**src/rtl/vga_fb_arbiter.sv**
```systemverilog
// vga_fb_arbiter
// Shares one single-port framebuffer SRAM between the display fetch path and a
// host write port. Display fetch reads the frame in raster order into a small
// first-word-fall-through pixel FIFO that feeds vga_controller. Host writes take
// the memory slots that the fetch path does not urgently need.
//
// Ports
//   clock25Mhz  in   pixel clock, all logic on the rising edge
//   resetN      in   synchronous active-low reset
//   frameStart  in   one-cycle pulse, restart fetch at address 0
//   pixReq      in   display consumes the FIFO head this cycle
//   pixData     out  FIFO head pixel {R,G,B}, 0 when empty
//   pixValid    out  FIFO non-empty
//   underflow   out  sticky, pixReq seen while the FIFO was empty
//   fetchDone   out  all FRAME_PIX reads of this frame have issued
//   hostReq     in   host write request, held until hostAck
//   hostAddr    in   host write address
//   hostData    in   host write data
//   hostAck     out  one-cycle pulse, host write issued
//   memAddr     out  registered memory address
//   memRe       out  registered read strobe
//   memWe       out  registered write strobe
//   memWdata    out  registered write data
//   memRdata    in   read data, sampled MEM_LAT edges after the edge that raised memRe
//
// state  | meaning
// -------+-----------------------------------------------------------
// IDLE   | after reset, no reads until the first frameStart
// FETCH  | reads allowed, fetchAddr walks 0..FRAME_PIX-1
// DONE   | every pixel of the frame has been requested, no reads

module vga_fb_arbiter #(
  parameter int ADDR_W     = 19,
  parameter int DATA_W     = 24,
  parameter int FIFO_DEPTH = 8,
  parameter int LOW_WATER  = 4,
  parameter int MEM_LAT    = 2,
  parameter int FRAME_PIX  = 307200
) (
  input  logic              clock25Mhz,
  input  logic              resetN,
  input  logic              frameStart,
  input  logic              pixReq,
  output logic [DATA_W-1:0] pixData,
  output logic              pixValid,
  output logic              underflow,
  output logic              fetchDone,
  input  logic              hostReq,
  input  logic [ADDR_W-1:0] hostAddr,
  input  logic [DATA_W-1:0] hostData,
  output logic              hostAck,
  output logic [ADDR_W-1:0] memAddr,
  output logic              memRe,
  output logic              memWe,
  output logic [DATA_W-1:0] memWdata,
  input  logic [DATA_W-1:0] memRdata
);

  // FIFO_DEPTH is a power of two >= 2 so the pointers wrap naturally.
  localparam int PTR_W = $clog2(FIFO_DEPTH);
  localparam int CNT_W = PTR_W + 1;
  localparam int LVL_W = $clog2(FIFO_DEPTH + MEM_LAT + 1) + 1;

  typedef enum logic [1:0] {
    S_IDLE  = 2'd0,
    S_FETCH = 2'd1,
    S_DONE  = 2'd2
  } state_t;

  state_t state, state_next;

  logic [ADDR_W-1:0] fetch_addr;
  logic [DATA_W-1:0] fifo_mem [FIFO_DEPTH];
  logic [PTR_W-1:0]  rd_ptr, wr_ptr;
  logic [CNT_W-1:0]  fifo_count;
  logic [MEM_LAT-1:0] inflight_sr;
  logic [LVL_W-1:0]  level;
  logic              rd_issue, wr_issue;
  logic              push, pop;

  // Reads already issued count against the FIFO so the returning data always
  // has a free slot waiting for it.
  always_comb begin
    level = LVL_W'(fifo_count);
    for (int i = 0; i < MEM_LAT; i++) begin
      level = level + LVL_W'(inflight_sr[i]);
    end
  end

  always_ff @(posedge clock25Mhz) begin
    if (!resetN) state <= S_IDLE;
    else         state <= state_next;
  end

  always_comb begin
    state_next = state;
    rd_issue   = 1'b0;
    wr_issue   = 1'b0;
    if (frameStart) begin
      state_next = S_FETCH;
    end else begin
      // The hostAck term blocks a second grant while the host is still
      // dropping hostReq after the acknowledged write.
      if (state == S_FETCH && level < LVL_W'(LOW_WATER))
        rd_issue = 1'b1;
      else if (hostReq && !hostAck)
        wr_issue = 1'b1;
      else if (state == S_FETCH && level < LVL_W'(FIFO_DEPTH))
        rd_issue = 1'b1;

      if (rd_issue && fetch_addr == ADDR_W'(FRAME_PIX - 1))
        state_next = S_DONE;
    end
  end

  always_ff @(posedge clock25Mhz) begin
    if (!resetN) begin
      fetch_addr <= '0;
      memRe      <= 1'b0;
      memWe      <= 1'b0;
      memAddr    <= '0;
      memWdata   <= '0;
      hostAck    <= 1'b0;
    end else begin
      memRe   <= rd_issue;
      memWe   <= wr_issue;
      hostAck <= wr_issue;
      if (frameStart) begin
        fetch_addr <= '0;
      end else if (rd_issue) begin
        memAddr    <= fetch_addr;
        fetch_addr <= fetch_addr + ADDR_W'(1);
      end else if (wr_issue) begin
        memAddr  <= hostAddr;
        memWdata <= hostData;
      end
    end
  end

  // One bit per outstanding read; the bit leaving the top marks the edge at
  // which memRdata belongs to that read.
  always_ff @(posedge clock25Mhz) begin
    if (!resetN || frameStart) begin
      inflight_sr <= '0;
    end else begin
      inflight_sr[0] <= rd_issue;
      for (int i = 1; i < MEM_LAT; i++) begin
        inflight_sr[i] <= inflight_sr[i-1];
      end
    end
  end

  // frameStart discards both the pop and any data returning on the same edge.
  assign push = inflight_sr[MEM_LAT-1] && !frameStart;
  assign pop  = pixReq && (fifo_count != '0) && !frameStart;

  always_ff @(posedge clock25Mhz) begin
    if (!resetN || frameStart) begin
      rd_ptr     <= '0;
      wr_ptr     <= '0;
      fifo_count <= '0;
    end else begin
      if (push) wr_ptr <= wr_ptr + PTR_W'(1);
      if (pop)  rd_ptr <= rd_ptr + PTR_W'(1);
      case ({push, pop})
        2'b10:   fifo_count <= fifo_count + CNT_W'(1);
        2'b01:   fifo_count <= fifo_count - CNT_W'(1);
        default: fifo_count <= fifo_count;
      endcase
    end
  end

  always_ff @(posedge clock25Mhz) begin
    if (push) fifo_mem[wr_ptr] <= memRdata;
  end

  always_ff @(posedge clock25Mhz) begin
    if (!resetN || frameStart)
      underflow <= 1'b0;
    else if (pixReq && fifo_count == '0)
      underflow <= 1'b1;
  end

  assign pixValid  = (fifo_count != '0);
  assign pixData   = pixValid ? fifo_mem[rd_ptr] : '0;
  assign fetchDone = (state == S_DONE);

endmodule
```
**config.mk**
```make
export PLATFORM = sky130hd
export DESIGN_NAME = vga_fb_arbiter
export DESIGN_NICKNAME = d
export VERILOG_FILES = /design/src/rtl/vga_fb_arbiter.sv
export SDC_FILE = /design/constraint.sdc
export NUM_CORES = 1
export LEC_CHECK = 0
export ABC_CLOCK_PERIOD_IN_PS = 5060
export CELL_PAD_IN_SITES_DETAIL_PLACEMENT = 0
export CELL_PAD_IN_SITES_GLOBAL_PLACEMENT = 2
export CORE_MARGIN = 3
export CORE_UTILIZATION = 40
export CTS_BUF_LIST = sky130_fd_sc_hd__clkbuf_8
export DETAILED_ROUTE_END_ITERATION = 6
export PLACE_DENSITY = 0.87
export SKIP_CTS_REPAIR_TIMING = 1
export SYNTH_ARGS = -nofsm -noshare
export SYNTH_HDL_FRONTEND = slang
export SYNTH_SLANG_ARGS = --single-unit
export TNS_END_PERCENT = 30
```
**constraint.sdc**
```tcl
create_clock -name clock25Mhz -period 5.06 [get_ports clock25Mhz]
set_input_delay 1.518 -clock clock25Mhz [delete_from_list [all_inputs] [get_ports clock25Mhz]]
set_output_delay 1.518 -clock clock25Mhz [all_outputs]
set_load 0.01 [all_outputs]
```
; ---- Word-level counts from Yosys, hierarchy flattened
; Memories as Yosys holds them, arrays and structs flattened. A register that Yosys moved wholly into a read port is not among the register bits.
; Cells that the tools add are included.
[classes]
reduce_logical = 20
n_bitwise = 3
n_eq_ne = 5
n_addsub = 7
magnitude_cmp = 2
n_mux = 18
[op_table]
columns = cell, n
row1 = $mux W19, 2
row2 = $mux W24, 1
row3 = $add A19 B1 Y19 const B, 1
row4 = $eq A19 B19 Y1 const B, 1
row5 = $mux W1, 12
row6 = $logic_and A1 B1 Y1, 8
row7 = $pmux W4 S2, 1
row8 = $add A3 B1 Y3 const B, 2
row9 = $mux W3, 2
row10 = $reduce_bool A2 Y1, 3
row11 = $add A4 B1 Y5, 1
row12 = $add A5 B1 Y5, 1
row13 = $lt A5 B3 Y1 const B, 1
row14 = $lt A5 B4 Y1 const B, 1
row15 = $add A4 B1 Y4 const B, 1
row16 = $eq A2 B1 Y1 const B, 2
row17 = $eq A2 B2 Y1 const B, 2
row18 = $logic_not A4 Y1, 1
row19 = $reduce_bool A4 Y1, 1
row20 = $sub A4 B1 Y4 const B, 1
row21 = $logic_not A1 Y1, 3
row22 = $not A1 Y1, 3
row23 = $reduce_and A3 Y1, 1
row24 = $reduce_and A2 Y1, 1
row25 = other kinds (2), 2
[word_totals]
n_memories = 1
out_inout_bits = 73
ff_bits = 79
mem_bits_rw = 192
wordCells = 68
in_bits = 72
[memory_table]
columns = name, depth, word_bits, read_ports, rd_ports_with_merged_regs, wr, line
row1 = fifo_mem, 8, 24, 1, 1, 1, 73  ; logic [DATA_W-1:0] fifo_mem [FIFO_DEPTH];

; ---- Longest topological paths before layout
; Gate-level depths: netlist (run 1).
[depth]
depth_word = 11
mapped_depth = 10
depth_no_buf = 9

; ---- Least setup slack after synthesis (run 1)
; Ideal clock, no wire load.
[synth_path]
path_type = in2reg
start = input frameStart
end = memory fifo_mem[1][0] (enable)
required_time_ps = 4620
arrival_ps = 3886
n_path_buf = 1
path_stages = 4
path_slack_ps = 733
setup_time_ps = 440
path_cell_list = clkbuf_1 > nor2b_1 > nand2b_1 > nor3b_1
[synth_via]
elab_chain_cells = 4
[synth_rtl]
columns = element, line
row1 = "start, declared", 42  ; input logic frameStart,
row2 = $logic_not A1 Y1, 154  ; assign push = inflight_sr[MEM_LAT-1] && !frameStart;
row3 = $logic_and A1 B1 Y1, 154
row4 = $mux W1, 174  ; if (push) fifo_mem[wr_ptr] <= memRdata;
row5 = $mux W1 (implied by the code), 174
row6 = "end, declared", 73
; No other way between the ends.

==> results of run 1 <==
[report_power, final]
part	total (mW)	internal [mW]	switching, mW	leakage (nW)
combinational	0.183	0.0974	0.0859	1.60
clock	1.80	0.941	0.862	0.494
sequential	2.42	2.41	0.0101	2.39
[placed cells by master (no fill, tap or decap), drive strengths merged, types with 17 or more instances in the layout]
| master | synthesis | routed |
|---|---|---|
| clkinv | 0 | 20 |
| clkdlybuf4s50 | 0 | 144 |
| clkbuf | 17 | 48 |
| inv | 11 | 26 |
| mux4 | 48 | 48 |
| dfxtp | 82 | 82 |
| a21o | 17 | 17 |
| nand2 | 63 | 63 |
| a21oi | 39 | 39 |
| nor2 | 61 | 61 |
| edfxtp | 192 | 192 |
| buf | 20 | 18 |
| mux2i | 26 | 26 |
[worst max-delay path: cells and delay by family, from the launching register on]
kind / cells / cell delay, ps
mux: 2 / 670
buf+inv: 2 / 790
simple gates: 1 / 90
flops: 1 / 700
[cells by family after synthesis]
group | share of synthesized area [%]
XOR/XNOR | 1.65
adder cells (fa/ha/maj) | 1.01
multiplexers | 12.6
buffers and inverters | 1.87
AND/OR/NAND/NOR | 7.54
flip-flops | 69.6
AO/OA/AOI/OAI | 5.77
[cell type report]
class	count	area, sq um	share of cell area [%]
flip-flops and latches	274	7410	55.2
well taps	335	419	3.12
clock inverters	36	196	1.46
repair buffers	162	1600	11.9
multi-input cells	370	3090	23.0
clock buffers	48	661	4.92
inverters	11	41.3	0.308
[flip-flops by register name (all words and copies together) (netlist names), named ones only]
| signal | flops |
|---|---|
| fifo_mem | 192 |
| memWdata | 24 |
| fetch_addr | 19 |
| memAddr | 19 |
| fifo_count | 4 |
| rd_ptr | 3 |
| wr_ptr | 3 |
| inflight_sr | 2 |
| state | 2 |
| memRe | 1 |
| memWe | 1 |
| underflow | 1 |
[through the flow]
step | instances | power, mW | setup slack [ps] | instance area, sq um
global route | 1236 | 4.60 | 488 | 13400
detailed placement | 1152 | 2.66 | 1050 | 12600
finish | 1236 | 4.41 | 717 | 13400
CTS | 1236 | 4.48 | 611 | 13400
floorplan | 692 | 2.53 | 733 | 10600
global placement | 1152 | 2.65 | 1090 | 12600
[routing by layer]
| layer | part of all wire [%] | vias to the layer above | track usage (%) |
|---|---|---|---|
| met1 | 43 | 3062 | 20.9 |
| met4 | 1.7 | 0 | 4.23 |
| met2 | 46 | 216 | 25.2 |
| met3 | 9.1 | 31 | 5.40 |
| li1 | - | 2983 | - |
| met5 | 0 | - | 0 |
[worst paths after layout]
kind / start / endpoint / slack (ps) / depth (start not counted)
max reg2reg: fifo_count[0] / fifo_count[3] / 2270 / 9
min: inflight_sr[0] / inflight_sr[1] / 430 / 2
min reg2reg: inflight_sr[0] / inflight_sr[1] / 430 / 2
max: register / pixData[1] / 720 / 5
==> flow_metrics.py, run 1 <==
metrics = {
    "timing": {
        "max_freq_mhz": 230,
        "tightest_slew_ps": 1020,
        "min_period_ps": 4340,
        "finalSetupViolCount": 0,
        "holdWs_ps": 434,
        "fin_setup_tns_ps": 0,
        "hold_viol_final": 0,
        "final.period_utilization_pct": 85.8,
        "finClkSkew_ps": 10.1,
        "drv_slew": 0,
        "rsz0062_at_grt": "false",
        "maxSlewHeadroom_pct": 31.9,
    },
    "worst_setup_path": {
        "slowest_stage": "dfxtp_4",
        "slowest_delay_ps": 700,
        "endpoint_kind": "output port",
        "crit_type": "reg -> out",
        "critPathMaxFanout": 27,
        "worstSetupStartpointType": "register",
        "path_cells": "buf_12 -> mux4_2 -> mux2i_1 -> nor2_1 -> clkdlybuf4s50_1",
        "cp.required_ps": 3540,
        "cp.arrival_ps": 2820,
    },
    "clock_network": {
        "path_clk_slew_ps": 60,
        "clk_path_buf_depth": 3,
        "h-tree-depth": 2,
        "clkSinkCount": 274,
        "root_buffer": "clkbuf_8",
        "tritoncts": "built",
        "cts_buffers": 45,
        "clk_latency_ps": 550,
    },
    "drt": {
        "via_count": 6292,
        "route.detailed.wl_per_inst_um": 18.2,
        "via_per_inst": 5.09,
        "dr.first_iter.drc_count": 456,
        "routed_wl_um": 22500,
        "ant_nets": 0,
        "drt-pass1-iter-count": 6,
        "drc": 0,
    },
    "cells_and_area": {
        "final_util_pct": 51.4,
        "drive_gt1_share_pct": 16.3,
        "area_growth_pct": 26.0,
        "n_antenna_cell": 0,
        "fillCellCount": 2259,
        "final_nets": 944,
    },
    "placed_design": {
        "detailed_place_hpwl_um": 13400,
        "port_buffers": 144,
        "globalplace.congestion": 0.705,
    },
    "die": {
        "die_y_um": 169,
        "boundaryPins": 145,
        "start_util_pct": 40.7,
        "rows": 59,
        "dieArea_sq_um": 28600,
        "coreArea_sq_um": 26100,
        "die_w_um": 169,
    },
    "pwr": {
        "p_leak_nw": 4.48,
        "peakVddDrop_uv": 169,
        "power_density_nw_per_um2": 329,
    },
    "synthesis": {
        "yosysWarningCount": 0,
        "yosys-top-cells-area": "edfxtp_1, dfxtp_1, mux4_2",
        "avgSynthCellArea_sq_um": 15.4,
        "async_reset_ff_share_pct": 0,
        "synth_commonest_cells": "edfxtp_1, dfxtp_1, nand2_1",
        "ys.flop_type": "edfxtp_1",
        "synth_enable_flop_cells": 192,
        "synth_seq_area_share_pct": 69.6,
        "syn-cell-area_sq_um": 10600,
        "synthDistinctLibCells": 46,
        "syn_nets": 772,
        "syn_inst": 692,
        "ys_seq_elements": 274,
        "synth_top_cell_by_area": "edfxtp_1",
        "yosysMostFrequentCell": "edfxtp_1",
        "post-synth-top-area-fraction_pct": 54.1,
    },
    "global_routing": {
        "grt_overflow": 0,
        "antenna_found_initial": 0,
        "grt_pass1_vias": 6453,
        "grt_pass1_wl_um": 35500,
        "grt_start_max_net_pins": 36,
        "track_usage_pct": 15.8,
    },
    "status": {
        "outcome": "completed",
    },
    "hold_path": {
        "hold_path.class": "reg -> reg",
    },
    "flow_run": {
        "cap_violations": 0,
    },
}
Power figures use the tool's default switching activity.
==> run 2, diff against run 1 <==
--- a/config.mk
+++ b/config.mk
@@ -12,6 +12,7 @@
 export CORE_UTILIZATION = 40
 export CTS_BUF_LIST = sky130_fd_sc_hd__clkbuf_8
 export DETAILED_ROUTE_END_ITERATION = 6
+export GPL_TIMING_DRIVEN = 0
 export PLACE_DENSITY = 0.87
 export SKIP_CTS_REPAIR_TIMING = 1
 export SYNTH_ARGS = -nofsm -noshare
==> flow_metrics.py, run 2 (same netlist as run 1, synthesis figures left out) <==
metrics = {
    "status": {
        "outcome": "completed",
    },
    "pwr": {
        "p_leak_nw": 4.56,
        "power_density_nw_per_um2": 324,
        "peakVddDrop_uv": 173,
        "power_mw": 4.41,
    },
    "timing": {
        "finalSetupViolCount": 0,
        "max_freq_mhz": 212,
        "holdWs_ps": 440,
        "min_period_ps": 4710,
        "maxSlewHeadroom_pct": 33.5,
        "rsz0062_at_grt": "false",
        "finClkSkew_ps": 30.3,
        "final.period_utilization_pct": 93.0,
        "tightest_slew_ps": 998,
        "hold_viol_final": 0,
        "fin_ws_ps": 353,
        "drv_slew": 0,
    },
    "cells_and_area": {
        "reg_top3": "fifo_mem (192), memWdata (24)",
        "regMostFlops": "fifo_mem",
        "final_cell_mix": "edfxtp_1, clkdlybuf4s50_1, dfxtp_1",
        "final_cells": 1271,
        "area_growth_pct": 27.8,
        "final_nets": 980,
        "final_util_pct": 52.1,
        "largest_reg_flops": 192,
        "final_common_cell": "edfxtp_1",
        "drive_gt1_share_pct": 16.6,
    },
    "worst_setup_path": {
        "endpoint_kind": "output port",
        "crit_family": "buffers and inverters",
        "path_cells": "clkbuf_1 -> clkbuf_1 -> mux4_2 -> mux2i_1 -> nor2_1 -> clkdlybuf4s50_1",
        "worstSetupStartpointType": "register",
        "crit_type": "reg -> out",
        "critPathMaxFanout": 10,
        "cp.arrival_ps": 3190,
        "path_buf_inv": 3,
        "slowest_delay_ps": 590,
        "cp.required_ps": 3540,
        "crit_top_cell": "clkbuf_1",
        "slowest_stage": "clkbuf_1",
    },
    "die": {
        "rows": 59,
        "dieArea_sq_um": 28600,
        "start_util_pct": 40.7,
        "boundaryPins": 145,
        "coreArea_sq_um": 26100,
        "die_w_um": 169,
        "die_y_um": 169,
    },
    "flow_run": {
        "cap_violations": 0,
    },
    "placed_design": {
        "place_ws_ps": 888,
        "port_buffers": 143,
        "dp_cells": 1188,
        "detailed_place_hpwl_um": 15800,
        "globalplace.congestion": 0.780,
    },
    "global_routing": {
        "track_usage_pct": 16.8,
        "grt_pass1_wl_um": 37600,
        "grt_start_max_net_pins": 25,
        "grt_overflow": 0,
        "grt_pass1_vias": 6715,
        "antenna_found_initial": 1,
    },
    "drt": {
        "dr_wl_met3_um": 2010,
        "drc": 0,
        "top_layer_used": "met4",
        "route.detailed.wl_per_inst_um": 18.7,
        "drt-met1-wl_um": 10500,
        "routed_wl_um": 23800,
        "via_count": 6447,
        "dr.first_iter.drc_count": 438,
        "ant_nets": 0,
        "met2WireLength_um": 10900,
        "drt-pass1-iter-count": 5,
        "via_per_inst": 5.07,
    },
    "clock_network": {
        "clkSinkCount": 274,
        "cts_buffers": 45,
        "path_clk_slew_ps": 60,
        "clk_path_buf_depth": 3,
        "root_buffer": "clkbuf_8",
        "tritoncts": "built",
        "clk_latency_ps": 570,
        "h-tree-depth": 2,
    },
    "hold_path": {
        "hold_path.class": "reg -> reg",
    },
}
==> run 2: power by group <==
group          total, mW  leakage [nW]  internal, mW  switching [mW]
logic              0.188          1.69        0.0987          0.0896
clock network       1.80         0.480         0.932           0.868
registers           2.42          2.39          2.41         0.00987
==> run 2: cell type report <==
type / count / area [sq um]
fillers: 2263 / 12500
flip-flops and latches: 274 / 7410
multi-input cells: 370 / 3090
repair buffers: 161 / 1630
clock buffers: 51 / 702
well taps: 335 / 419
plain buffers: 37 / 158
clock inverters: 31 / 149
inverters: 11 / 41.3
diodes: 1 / 2.50
==> run 2: worst paths after layout <==
check,from,endpoint,slack [ps],depth (start not counted)
worst max-delay path,register,pixData[10],350,6
worst min-delay path,inflight_sr[0],inflight_sr[1],440,2
worst max register to register,fifo_count[1],fifo_count[3],2110,10
worst min register to register,inflight_sr[0],inflight_sr[1],440,2
==> run 2: per-stage QoR <==
stage / instance area (sq um) / TNS, ps
after floorplan: 10600 / 0
after global placement: 12500 / -161620
after detailed placement: 12800 / 0
after CTS: 13600 / 0
after global routing: 13600 / 0
final: 13600 / 0
==> run 2: worst register-to-register path: stages (launching register included) <==
cell and delay (ps):
dfxtp_1 320, clkbuf_1 190, o41ai_1 770, nor2_1 130, ha_1 280, ha_1 280, a21o_1 170, a21oi_1 180
xnor2_1 100, or3_1 300, a21oi_1 130
==> run 2: layer usage <==
| layer | global-route usage [%] | vias up |
|---|---|---|
| li1 | - | 3057 |
| met1 | 23.1 | 3128 |
| met2 | 26.3 | 226 |
| met3 | 5.19 | 36 |
| met4 | 4.45 | 0 |
| met5 | 0 | - |
==> RTL change (settings of run 2) <==
Change the parameter `ADDR_W` from 19 to 23.
--- a/src/rtl/vga_fb_arbiter.sv
+++ b/src/rtl/vga_fb_arbiter.sv
@@ -30,7 +30,7 @@
 // DONE   | every pixel of the frame has been requested, no reads
 
 module vga_fb_arbiter #(
-  parameter int ADDR_W     = 19,
+  parameter int ADDR_W     = 23,
   parameter int DATA_W     = 24,
   parameter int FIFO_DEPTH = 8,
   parameter int LOW_WATER  = 4,
Interface: changed (resized hostAddr and memAddr); port bits go from 145 to 153. No check against the original RTL was run, so the function may have changed too.
==> RTL change against run 2 <==
- utilization shrank 0.75 points
- largest power group unchanged
- critical path type unchanged
- routed wire length up 13%
- first-iteration DRC count rose by 18%
- final area increased by 5.6%
- area after synthesis increased by 7.6%
- sequential cell count up 8
- count of clock-buffer cells in the layout decreased by 3
- worst setup slack lost 54 ps
- critical path depth unchanged
- total power is 2.8% higher
- register-to-register slack worse by 220 ps
==> RTL change: results (changes against run 2) <==
Outcome
  – Status: complete, no violations

Yosys
  – Number of unique standard cell types used by synthesis: 52 (+13%)
  – Cell count after synthesis: 762 (+10%)
  – Synthesized netlist net count: 846 (+9.6%)
  – Top cells by area, synth: sky130_fd_sc_hd__edfxtp_1 50%, sky130_fd_sc_hd__dfxtp_1 16%, sky130_fd_sc_hd__mux4_2 9.4%, sky130_fd_sc_hd__mux2i_1 3.4%, sky130_fd_sc_hd__a221o_1 1.9%
  – EDFF count, synth: 192 (unchanged)
  – Post-synth top cells: 192 x sky130_fd_sc_hd__edfxtp_1, 90 x sky130_fd_sc_hd__dfxtp_1, 48 x sky130_fd_sc_hd__mux4_2, 47 x sky130_fd_sc_hd__nor2_1, 39 x sky130_fd_sc_hd__mux2i_1

Global routing
  – Global routing usage on met3: 4.54% (-0.65 points)
  – GR met1 Demand/Resource: 22.5% (-0.55 points)
  – GRT Overall Usage: 17.3% (+0.56 points)
  – Grt met2 use: 29.0% (+2.7 points)
  – Number of global-route vias before repair: 7471 (+11%)
  – Antenna violations before repair: 0 (-1)
  – Wire length of the first global-routing pass: 41700 um (+11%)

Detailed routing
  – Met2 wire len: 13000 um (+19%)
  – Met3 routed wirelength: 1900 um (-5.3%)
  – Initial drt markers: 518 (+18%)
  – Vias after detailed routing: 7218 (+12%)
  – Routed length on met1: 11400 um (+8.1%)

Cells and area
  – Fraction of final layout cells sized beyond drive strength 1: 14.5% (-2.1 points)
  – Nets: 1049 (+7.0%)
  – Antenna fix cells: 0 (-1)
  – Fin cells: 1370 (+7.8%)

Hold path
  – Worst hold stages: 1 (-1)

Timing
  – Worst Skew: 25.9 ps (-4.44 ps)
  – Final hold slack: 463 ps (+23.1 ps)
  – Crit share post-route: 94.1% (+1.1 points)
  – Max-slew headroom at the worst pin: 30.6% (-2.9 points)

Setup path
  – Reg-to-reg endpoint: fifo_count[3]$_SDFFE_PP0P_
  – Worst R2R Path Depth: 11 (+1)
  – Crit path to: pixData[19]

Placed design
  – Last weighted congestion value of the routability-driven placer: 0.772 (-1.0%)
  – Placed cell areas: 13500 um^2 (+6.2%)
  – Detail Placement HPWL: 17300 um (+9.6%)
  – Placed Cells: 1295 (+9.0%)
  – Worst setup timing slack at the placement stage: 791 ps (-96.8 ps)
  – Port Buffer Count: 151 (+5.6%)

Power and ir drop
  – Lkg Pwr: 0.00455 uW (-0.21%)

CTS
  – Cts bufs inserted: 46 (+2.2%)
==> RTL change: final cells by class <==
class                      count  area (um^2)
fill                        2414        13600
sequential                   282         7570
multi-input combinational    418         3670
timing repair buffer         155         1560
clock buffer                  48          661
tap                          378          473
buffer                        55          243
clock inverter                27          170
inverter                       7         26.3
==> RTL change: logic make-up (layout without fill, tap and decap cells) <==
| logic type | count (synthesis) | count (layout) | synth area share (%) |
|---|---|---|---|
| AO/OA/AOI/OAI | 111 | 111 | 7.19 |
| XOR/XNOR | 6 | 6 | 0.459 |
| adder cells (fa/ha/maj) | 8 | 8 | 0.939 |
| buffers and inverters | 62 | 292 | 2.35 |
| flip-flops | 282 | 282 | 66.1 |
| multiplexers | 87 | 87 | 12.8 |
| AND/OR/NAND/NOR | 206 | 206 | 10.1 |
==> RTL change: power breakdown <==
part / total, uW / switching, uW / internal [uW]
sequential: 2490 / 9.76 / 2480
combinational: 212 / 104 / 108
clock: 1840 / 860 / 975
total: 4530 / 974 / 3560
